--- src/rtl/di_master.sv ---
// DI initiator: runs one block read/write of cmd_len words against a DI terminal under rdwr_ready flow control.
// Optional: define DI_MASTER_TIMEOUT_EN to abort on a long rdwr_ready stall and report timeout_err.
module di_master #(
  parameter int unsigned SETTLE_CYCLES = 2,
  parameter int unsigned RD_DEPTH      = 4
`ifdef DI_MASTER_TIMEOUT_EN
  ,
  parameter int unsigned TIMEOUT_CYCLES = 1024
`endif
) (
  input  logic        if_clock,
  input  logic        resetb,
  input  logic        cmd_valid,
  output logic        cmd_ready,
  input  logic        cmd_write,
  input  logic [15:0] cmd_ep,
  input  logic [15:0] cmd_reg,
  input  logic [15:0] cmd_len,
  input  logic [15:0] wr_data,
  input  logic        wr_valid,
  output logic        wr_ready,
  output logic [15:0] rd_data,
  output logic        rd_valid,
  input  logic        rd_ready,
  output logic [15:0] diEpAddr,
  output logic [15:0] diRegAddr,
  output logic [15:0] diRegDataIn,
  output logic        diWrite,
  output logic        diRead,
  output logic        diReset,
  input  logic [15:0] diRegDataOut,
  input  logic        rdwr_ready,
  output logic        busy,
  output logic        done,
  output logic [15:0] words_done
`ifdef DI_MASTER_TIMEOUT_EN
  ,
  output logic        timeout_err
`endif
);

  localparam int unsigned PTR_W = (RD_DEPTH > 1) ? $clog2(RD_DEPTH) : 1;
  localparam int unsigned CNT_W = $clog2(RD_DEPTH + 1);
  localparam int unsigned SET_W = (SETTLE_CYCLES > 1) ? $clog2(SETTLE_CYCLES) : 1;
`ifdef DI_MASTER_TIMEOUT_EN
  localparam int unsigned TO_W  = (TIMEOUT_CYCLES > 1) ? $clog2(TIMEOUT_CYCLES) : 1;
`endif

  typedef enum logic [2:0] {
    S_IDLE, S_SETUP, S_SETTLE, S_XFER, S_DRAIN, S_DONE
  } state_t;

  state_t             state_q, state_d;
  logic [15:0]        ep_q, ep_d, reg_q, reg_d;
  logic [15:0]        rem_q, rem_d, words_q, words_d, wdata_q, wdata_d;
  logic               write_q, write_d;
  logic [SET_W-1:0]   settle_q, settle_d;
  logic               di_write_q, di_write_d, di_read_q, di_read_d, di_reset_q, di_reset_d;
  logic               done_q, done_d, busy_q, busy_d;
  logic               rd_pend_q;
  logic [CNT_W-1:0]   inflight_q, inflight_d, count_q, count_d;
  logic [PTR_W-1:0]   wptr_q, rptr_q;
  logic [15:0]        mem_q [RD_DEPTH];
  logic               wr_accept, rd_issue, push, pop;
`ifdef DI_MASTER_TIMEOUT_EN
  logic [TO_W-1:0]    to_cnt_q, to_cnt_d;
  logic               to_flag_q, to_flag_d, to_err_q, to_err_d, to_hit;
`endif

  // A read issues only if its word is guaranteed a FIFO slot, so the FIFO cannot overflow.
  assign wr_accept = (state_q == S_XFER) && write_q && rdwr_ready && wr_valid && (rem_q != 16'd0);
  assign rd_issue  = (state_q == S_XFER) && !write_q && rdwr_ready && (rem_q != 16'd0) &&
                     (({1'b0, count_q} + {1'b0, inflight_q}) < (CNT_W + 1)'(RD_DEPTH));
  assign push      = rd_pend_q;
  assign pop       = rd_ready && (count_q != '0);

`ifdef DI_MASTER_TIMEOUT_EN
  assign to_hit      = (state_q == S_XFER) && !rdwr_ready && (to_cnt_q == TO_W'(TIMEOUT_CYCLES - 1));
  assign timeout_err = to_err_q;
`endif

  // Next-state and registered-output logic.
  always_comb begin
    state_d    = state_q;
    ep_d       = ep_q;
    reg_d      = reg_q;
    rem_d      = rem_q;
    write_d    = write_q;
    settle_d   = settle_q;
    words_d    = words_q;
    wdata_d    = wdata_q;
    di_write_d = 1'b0;
    di_read_d  = 1'b0;
    di_reset_d = 1'b0;
    done_d     = 1'b0;
`ifdef DI_MASTER_TIMEOUT_EN
    to_cnt_d   = '0;
    to_flag_d  = to_flag_q;
`endif
    case (state_q)
      S_IDLE: begin
        if (cmd_valid) begin
          words_d = 16'd0;
          if (cmd_len == 16'd0) begin
            done_d = 1'b1;
          end else begin
            ep_d       = cmd_ep;
            reg_d      = cmd_reg;
            rem_d      = cmd_len;
            write_d    = cmd_write;
            di_reset_d = 1'b1;
            state_d    = S_SETUP;
`ifdef DI_MASTER_TIMEOUT_EN
            to_flag_d  = 1'b0;
`endif
          end
        end
      end
      S_SETUP: begin
        settle_d = '0;
        state_d  = (SETTLE_CYCLES == 0) ? S_XFER : S_SETTLE;
      end
      S_SETTLE: begin
        if (settle_q == SET_W'(SETTLE_CYCLES - 1)) state_d = S_XFER;
        else settle_d = settle_q + SET_W'(1);
      end
      S_XFER: begin
        if (wr_accept) begin
          di_write_d = 1'b1;
          wdata_d    = wr_data;
          rem_d      = rem_q - 16'd1;
          words_d    = words_q + 16'd1;
          if (rem_q == 16'd1) state_d = S_DONE;
        end else if (rd_issue) begin
          di_read_d = 1'b1;
          rem_d     = rem_q - 16'd1;
          if (rem_q == 16'd1) state_d = S_DRAIN;
        end
`ifdef DI_MASTER_TIMEOUT_EN
        to_cnt_d = rdwr_ready ? '0 : to_cnt_q + TO_W'(1);
        if (to_hit) begin
          to_flag_d = 1'b1;
          state_d   = S_DRAIN;
        end
`endif
      end
      S_DRAIN: begin
        if (inflight_q == '0) state_d = S_DONE;
      end
      S_DONE: begin
        ep_d    = 16'd0;
        reg_d   = 16'd0;
        state_d = S_IDLE;
      end
      default: state_d = S_IDLE;
    endcase
    if (push) words_d = words_d + 16'd1;
    done_d = done_d || (state_d == S_DONE);
    busy_d = (state_d != S_IDLE);
`ifdef DI_MASTER_TIMEOUT_EN
    to_err_d = (state_d == S_DONE) && to_flag_q;
`endif
  end

  always_comb begin
    inflight_d = inflight_q;
    case ({rd_issue, push})
      2'b10:   inflight_d = inflight_q + CNT_W'(1);
      2'b01:   inflight_d = inflight_q - CNT_W'(1);
      default: inflight_d = inflight_q;
    endcase
    count_d = count_q;
    case ({push, pop})
      2'b10:   count_d = count_q + CNT_W'(1);
      2'b01:   count_d = count_q - CNT_W'(1);
      default: count_d = count_q;
    endcase
  end

  always_ff @(posedge if_clock) begin
    if (!resetb) begin
      state_q    <= S_IDLE;
      ep_q       <= 16'd0;
      reg_q      <= 16'd0;
      rem_q      <= 16'd0;
      write_q    <= 1'b0;
      settle_q   <= '0;
      words_q    <= 16'd0;
      wdata_q    <= 16'd0;
      di_write_q <= 1'b0;
      di_read_q  <= 1'b0;
      di_reset_q <= 1'b0;
      done_q     <= 1'b0;
      busy_q     <= 1'b0;
      rd_pend_q  <= 1'b0;
      inflight_q <= '0;
      count_q    <= '0;
      wptr_q     <= '0;
      rptr_q     <= '0;
`ifdef DI_MASTER_TIMEOUT_EN
      to_cnt_q   <= '0;
      to_flag_q  <= 1'b0;
      to_err_q   <= 1'b0;
`endif
    end else begin
      state_q    <= state_d;
      ep_q       <= ep_d;
      reg_q      <= reg_d;
      rem_q      <= rem_d;
      write_q    <= write_d;
      settle_q   <= settle_d;
      words_q    <= words_d;
      wdata_q    <= wdata_d;
      di_write_q <= di_write_d;
      di_read_q  <= di_read_d;
      di_reset_q <= di_reset_d;
      done_q     <= done_d;
      busy_q     <= busy_d;
      rd_pend_q  <= di_read_q;
      inflight_q <= inflight_d;
      count_q    <= count_d;
      if (push) wptr_q <= wptr_q + PTR_W'(1);
      if (pop)  rptr_q <= rptr_q + PTR_W'(1);
`ifdef DI_MASTER_TIMEOUT_EN
      to_cnt_q   <= to_cnt_d;
      to_flag_q  <= to_flag_d;
      to_err_q   <= to_err_d;
`endif
    end
  end

  // Terminal data returns one cycle after the diRead strobe.
  always_ff @(posedge if_clock) begin
    if (push) mem_q[wptr_q] <= diRegDataOut;
  end

  assign cmd_ready   = (state_q == S_IDLE);
  assign wr_ready    = wr_accept;
  assign rd_valid    = (count_q != '0);
  assign rd_data     = rd_valid ? mem_q[rptr_q] : 16'd0;
  assign diEpAddr    = ep_q;
  assign diRegAddr   = reg_q;
  assign diRegDataIn = wdata_q;
  assign diWrite     = di_write_q;
  assign diRead      = di_read_q;
  assign diReset     = di_reset_q;
  assign busy        = busy_q;
  assign done        = done_q;
  assign words_done  = words_q;

endmodule

--- config.mk ---
export PLATFORM = sky130hd
export DESIGN_NAME = di_master
export DESIGN_NICKNAME = d
export VERILOG_FILES = /design/src/rtl/di_master.sv
export SDC_FILE = /design/constraint.sdc
export NUM_CORES = 1
export LEC_CHECK = 0
export CAP_MARGIN = 10
export CORE_MARGIN = 5
export CORE_UTILIZATION = 63
export DETAILED_ROUTE_END_ITERATION = 16
export DONT_BUFFER_PORTS = 1
export PLACE_DENSITY = 0.79
export SLEW_MARGIN = 20
export SYNTH_ARGS = -nofsm -noshare
export SYNTH_HDL_FRONTEND = slang
export SYNTH_SLANG_ARGS = --single-unit
--- constraint.sdc ---
create_clock -name if_clock -period 4.15 [get_ports if_clock]
set_input_delay 1.0375 -clock if_clock [delete_from_list [all_inputs] [get_ports if_clock]]
set_output_delay 1.0375 -clock if_clock [all_outputs]
set_load 0.01 [all_outputs]
After elaboration in Yosys (flattened, before gate mapping)
Memories as Yosys holds them, arrays and structs flattened. A register that Yosys moved wholly into a read port is not among the register bits. Cells that the tools add are included.

Reductions and logical operators: 29. $lt $le $gt $ge: 1. Bitwise logic cells: 3. Add/sub/neg operators: 11. Muxes and demuxes: 39. Equal/unequal tests: 14. Shift operators: 0. Multiply operators: 0. Divide/modulo/power cells: 0.

Operator list (count): 16-bit 2-to-1 mux (12); 16-bit case mux with 2 select lines (4); 16-bit by 1-bit adder with 16-bit output (second input constant) (2); 3-bit 2-to-1 mux (8); 16-bit by 1-bit == test with 1-bit output (second input constant) (1); 16-bit logical NOT (1); 16-bit nonzero test (1); 16-bit by 1-bit subtractor with 16-bit output (second input constant) (1); 3-bit case mux with 5 select lines (1); 3-bit case mux with 2 select lines (2); 2-bit nonzero test (5); 3-bit == test (second input constant) (3); 1-bit logical AND (9); 1-bit 2-to-1 mux (9); 3-bit AND reduction (3); 3-bit by 1-bit adder with 3-bit output (second input constant) (2); 3-bit by 2-bit == test with 1-bit output (second input constant) (2); 3-bit logical NOT (2); 3-bit nonzero test (2); 3-bit by 1-bit subtractor with 3-bit output (second input constant) (2); 2-bit by 1-bit adder with 2-bit output (second input constant) (2); 3-bit by 3-bit adder with 4-bit output (1); 2-bit by 1-bit == test with 1-bit output (second input constant) (2); 2-bit == test (second input constant) (2); 13 further kinds (18).

Memory bits (writable): 64. Memories: 1. Register bits: 101. Logic and storage cells: 116. Memory bits (read-only): 0. Bits of input ports: 87. Output and inout bits: 88. Bits in latches: 0.

Memories: mem_q (depth 4, bits a word 16, rd ports 1, clocked after memory_dff 1, wr ports 1, line 63) `logic [15:0] mem_q [RD_DEPTH];`.

Logic depth before layout (Yosys ltp)
Gate-level depths: netlist of run 1.

Depth after elaboration: 10. Depth in mapped cells: 15. Depth with buffers taken out: 14.

Worst setup path after synthesis of run 1
OpenSTA, ideal clock, no wires.

Kind: in2out. From: in wr_valid. To: out wr_ready. Path slack: 849 ps. Buffers on the path: 2. Arrival time: 2264 ps. Stages on the path: 6. Data required time: 3113 ps. Path through: nand3_2 -> nor2_2 -> nand2_4 -> inv_2 -> clkbuf_1 -> buf_1.

Cells in the longest elaborated chain, start to end: 2.

RTL lines: start, declared (line 20) `input logic wr_valid,`; 1-bit logical AND (2 in series) (line 71) `assign wr_accept = (state_q == S_XFER) && write_q && rdwr_ready && wr_valid && (rem_q != 16'd0);`; end, declared (line 21) `output logic wr_ready,`.

Every way passes these cells.

Final worst setup path of run 1
From: reg state_q[0]. To: out wr_ready.

Cells in the longest elaborated chain, start to end: 5.

RTL lines: start, declared (line 53) `state_t state_q, state_d;`; start signal, assigned (line 206) `state_q <= state_d;`; 3-bit by 2-bit == test with 1-bit output (line 71); 1-bit logical AND (4 in series) (line 71).

Every way passes these cells.

==> metrics.yaml, run 1 <==
cp_max_fo: 19
grt_pass1_wl_microns: 28300
ys_ff_latch: 167
clk_path_buf_depth: 2
hp-class: "reg2reg"
synth_edf_count: 64
fill_cells: 901
crit_path_start_kind: "register"
period_share_pct: 81.5
cts_tree: "done"
globalplace.congestion: 0.867
core_sq_mm: 0.0119
pin_count: 175
synth_ff_type: "dfxtp_1"
clock_latency_ps: 430
powerDensity_mw_per_mm2: 430
drc_errors: 0
die_w_microns: 120
initial_core_util_pct: 63.7
cap_violations: 0
drt_iter0_markers: 345
post_drt_via_cell_ratio: 6.39
yosys.cell_types.count: 73
gr-usage-all-layers_pct: 24.7
final_nets: 833
cts_setup_buffers: 0
grt_max_degree: 49
relSlewSlack_pct: 42.0
area_growth_pct: 7.91
yosysSeqAreaShare_pct: 52.5
syn_nets: 853
htreeDepth: 4
endpoint_kind: "output port"
rows: 40
fin_ws_ps: 769
ir_drop_uv: 244
dp_hpwl_microns: 12400
crit_arrival_ps: 2340
tightest_slew_ps: 870
dp_slack_ps: 609
rsz0062_at_grt: "false"
first_pass_iters: 5
gr-total-overflow: 0
dr_total_vias: 5702
setup_violations: 0
drv_slew: 0
cts_resized: 0
fin_hold_ws_ps: 491
clkSlewWorstSetupHoldPaths_ps: 60
port_buffers: 0
drive_gt1_share_pct: 9.93
drtAntennaViolNets: 0
cts_sinks: 167
yosys_warnings: 0
wire_per_inst_microns: 19.7
fin_skew_ps: 7.90
period_minus_slack_ps: 3380
die_area_sq_mm: 0.0143
antenna_found_initial: 0
max_freq_mhz: 296
postCtsHoldBufs: 0
diodes: 0
syn_area_sq_mm: 0.00759
grt_pass1_vias: 5561
final_hold_viol_count: 0
setup.worst_path.class: "reg2out"
die_height_microns: 120
cts_buffers: 17
tns_ps: 0
fin_area_sq_mm: 0.00819
cts-root-buf: "clkbuf_16"
async_reset_ff_share_pct: 0
postLayoutCoreUtil_pct: 68.8
drt-total-wl_microns: 17600
status: "finished clean"
place_area_sq_mm: 0.00764
power_leakage_uw: 0.00285
worstPathRequired_ps: 3110
syn_inst: 752
synth.avg_cell_area_sq_um: 10.1
-- flip-flops by register name (all words and copies together), names as in the netlist, 2 cells and up, named ones only --
name,count
count_q,3
rem_q,16
rptr_q,2
mem_q,64
diEpAddr,16
diRegAddr,16
state_q,3
wptr_q,2
diRegDataIn,16
words_done,16
inflight_q,3
-- critical path, stage by stage (launching register included) --
cell and delay, ps:
dfxtp_1 580, nand3b_2 270, nor2_2 380, nand2_4 210, inv_2 200, buf_4 250
-- cell usage in the layout, fill, tap and decap left out, drive strengths merged, types with 8 or more instances in the layout --
master,n
dfxtp,103
and2,27
inv,25
edfxtp,64
ha,12
mux2i,8
xor2,8
and3,9
nand3,19
a22oi,21
a211oi,8
mux4,16
nor3,17
nand4,11
a31oi,12
o21ai,30
a21oi,58
buf,10
nand2,105
nor4,10
nor2,73
clkbuf,18
-- final cells by class --
type	instances	area [sq um]	share of cell area [%]
Tap cell	147	184	2.24
Inverter	20	75.1	0.916
Clock buffer	18	429	5.24
Timing Repair Buffer	10	75.1	0.916
Sequential cell	167	3980	48.6
Clock inverter	14	124	1.51
Multi-Input combinational cell	516	3320	40.5
-- per-layer routing --
layer  up-vias  track usage, %  part of all wire (%)
li1       2690               -                     -
met1      2736            29.6                    38
met2       245            42.4                    50
met3        31            8.77                   9.9
met4         0            7.02                   1.5
met5         -               0                     0
-- kinds of logic after synthesis --
family | count (synthesis) | share of synthesized area [%]
buf+inv | 69 | 3.77
simple gates | 304 | 20.7
fa+ha+maj | 14 | 2.50
mux | 24 | 5.80
xor+xnor | 12 | 1.38
compound gates | 162 | 13.3
flops | 167 | 52.5
-- cell usage after synthesis, types with 4 or more instances --
master    number  area [sq um]
nor3_1        17          85.1
a211oi_1       7          52.6
clkbuf_1      35           131
inv_1         18          67.6
a21o_1         5          37.5
nand3_1       17          85.1
a21oi_1       58           290
or3_1          4          25.0
nor2_1        72           270
and2_1        27           169
nand2_1      104           390
o21ai_0       29           145
edfxtp_1      64          1920
a22oi_1       21           158
buf_2          7          35.0
mux4_2        16           360
dfxtp_1      103          2060
ha_1          12           150
xor2_1         8          70.1
nand4_1       10          62.6
and4_1         6          52.6
and3_1         9          56.3
a31oi_1       12          75.1
mux2i_1        8          80.1
nor4_1         8          50.1
xnor2_1        4          35.0
-- metrics by stage --
step,instances,total power (uW)
after floorplan,752,2020
after global placement,860,2060
after detailed placement,860,2080
after CTS,892,3540
after global routing,892,3650
final,892,3520
-- worst paths after layout --
kind | from | end | slack, ps | cells after the start
worst max-delay path | state_q[0] | wr_ready | 770 | 5
worst min-delay path | write_q | write_q | 490 | 2
worst max register to register | words_done[0] | words_done[11] | 910 | 8
worst min register to register | write_q | write_q | 490 | 2
-- where the power goes --
group / total [uW] / internal, uW / switching, uW
Sequential: 1800 / 1740 / 59.1
Combinational: 240 / 87.9 / 152
Clock: 1480 / 830 / 647
Note: power is estimated with default switching activity, not from simulation.
==> run 2, diff against run 1 <==
- clock period: 4.15 -> 3.5 ns (I/O delays scaled with it)
==> run 2 against run 1 <==
  * Worst hold slack gained 1.9 ps
  * Via count shrank 0.12%
  * Non-clock buffer count up 8
  * Sequential share of layout area fell by 0.55 points
  * Sequential power rose by 19%
  * Final cell count is 0.90% higher
  * Utilization rose by 0.79 points
  * Flip-flop and latch count unchanged
  * Register-to-register slack worse by 510 ps
  * Combinational power rose by 22%
  * Final area rose by 1.1%
  * First-iteration DRC count down 2.9%
==> metrics.yaml, run 2 (synthesized netlist as in run 1, its figures left out) <==
fill_cells: 881  # -2.2%
status: "finished clean"
pin_count: 175  # unchanged
cp_max_fo: 19  # unchanged
core_sq_mm: 0.0119  # unchanged
regArea_sq_mm: 0.00398  # unchanged
fin_cells: 900  # +0.90%
wire_per_inst_microns: 19.2  # -2.7%
antenna_found_initial: 0  # unchanged
drt-total-wl_microns: 17200  # -1.8%
fin_skew_ps: 7.54  # -0.358 ps
drc_errors: 0  # unchanged
diodes: 0  # unchanged
period_share_pct: 88.6
final_common_cell: "nand2_1"
tightest_slew_ps: 816  # -54.3 ps
multi_input_area_sq_mm: 0.00332  # unchanged
layout_common_cells: "104 x nand2_1, 103 x dfxtp_1, 72 x nor2_1"
min_from: "settle_q"
dp_hpwl_microns: 12200  # -1.2%
dr_total_vias: 5695  # -0.12%
globalplace.congestion: 0.863  # -0.46%
power_leakage_uw: 0.00290  # +1.9%
crit_path_start_kind: "register"
initial_core_util_pct: 63.7  # unchanged
cts_resized: 0  # unchanged
die_area_sq_mm: 0.0143  # unchanged
top_register: "mem_q"
drive_gt1_share_pct: 11.2  # +1.2 points
relSlewSlack_pct: 45.6  # +3.6 points
cts_tree: "done"
clkSlewWorstSetupHoldPaths_ps: 70  # about the same
postCtsHoldBufs: 0  # unchanged
globalRouteMet2Util_pct: 41.4  # -0.99 points
clk_path_buf_depth: 2  # unchanged
area_growth_pct: 9.15
met1_usage_pct: 28.5  # -1.0 points
rsz0062_at_grt: "false"
worstPathRequired_ps: 3780  # +670 ps
setup_violations: 0  # unchanged
rows: 40  # unchanged
dp_cells: 868  # +0.93%
holdPathStages: 2  # unchanged
crit_arrival_ps: 3380  # +1040 ps
grt_max_degree: 55  # +12%
cts_buffers: 17  # unchanged
reg2reg_from: "rem_q[1]"
htreeDepth: 4  # unchanged
period_minus_slack_ps: 3100
grt_util_met3_pct: 7.68  # -1.1 points
grt_pass1_wl_microns: 27900  # -1.6%
final_hold_viol_count: 0  # unchanged
largest_reg_flops: 64  # unchanged
setup.worst_path.class: "reg2reg"
first_pass_iters: 5  # unchanged
die_height_microns: 120  # unchanged
powerDensity_mw_per_mm2: 514  # +20%
cts_sinks: 167  # unchanged
hp-class: "reg2reg"
cts-root-buf: "clkbuf_16"
die_w_microns: 120  # unchanged
gr-total-overflow: 0  # unchanged
max_freq_mhz: 322
grt_pass1_vias: 5639  # +1.4%
cts_setup_buffers: 0  # unchanged
gr-usage-all-layers_pct: 24.2  # -0.54 points
post_drt_via_cell_ratio: 6.33  # -1.0%
cap_violations: 0  # unchanged
clock_latency_ps: 420  # about the same
drt_iter0_markers: 335  # -2.9%
tns_ps: 0  # unchanged
r2r_cells: 12  # +4
ir_drop_uv: 367  # +50%
final_nets: 841  # +0.96%
grt.busiest_layer: "met2"
drtAntennaViolNets: 0  # unchanged
port_buffers: 0  # unchanged
endpoint_kind: "register"
drv_slew: 0  # unchanged
worstSetupStartpoint: "rem_q[1]"
[run 2: cell count changes in the layout (fill, tap and decap cells not counted), sizes merged]
| cell | previous run | this run |
|---|---|---|
| clkinv | 6 | 2 |
| inv | 25 | 28 |
| clkinvlp | 2 | 3 |
| buf | 10 | 18 |
[run 2: cell type report]
cell class / instances / share of cell area [%]
clock inverter: 14 / 1.90
inverter: 20 / 0.906
sequential: 167 / 48.1
tap: 147 / 2.22
clock buffer: 18 / 5.18
timing repair buffer: 18 / 1.63
multi-input combinational: 516 / 40.1
[run 2: worst max-delay path: stages, from the launching register on]
cell and delay, ps:
dfxtp_1 320, inv_1 100, ha_1 200, nor4b_2 290, nand4_2 200, nand2_4 250
mux2i_1 340, ha_1 210, nand2_1 90, a21o_1 230, nor4b_4 430, and4_1 260
nor3_1 50
[run 2: worst paths after layout]
| path | slack (ps) | endpoint |
|---|---|---|
| worst min register to register | 490 | settle_q |
| worst max-delay path | 400 | words_done[14] |
| worst min-delay path | 490 | settle_q |
| worst max register to register | 400 | words_done[14] |
[run 2: layer usage]
metal  share of wire, %  up-vias
met4                1.7        0
met2                 51      260
met5                  0        -
li1                   -     2716
met3                9.1       26
met1                 38     2693
[run 2: per-stage QoR]
stage               hold WS [ps]  instance area, sq um  util [%]  worst slack (ps)  total power (uW)
global placement             475                  7700      64.6               348              2450
global route                 516                  8290      69.6               118              4420
CTS                          494                  8290      69.6               400              4280
floorplan                    461                  7590         -               365              2400
finish                       493                  8290      69.6               399              4260
detailed placement           484                  7700      64.6               155              2470
[run 2: power breakdown]
part / total, uW / switching, uW / leakage [uW] / internal, uW
clock: 1840 / 822 / 0.000280 / 1010
sequential: 2140 / 68.2 / 0.00141 / 2070
combinational: 292 / 183 / 0.00121 / 109
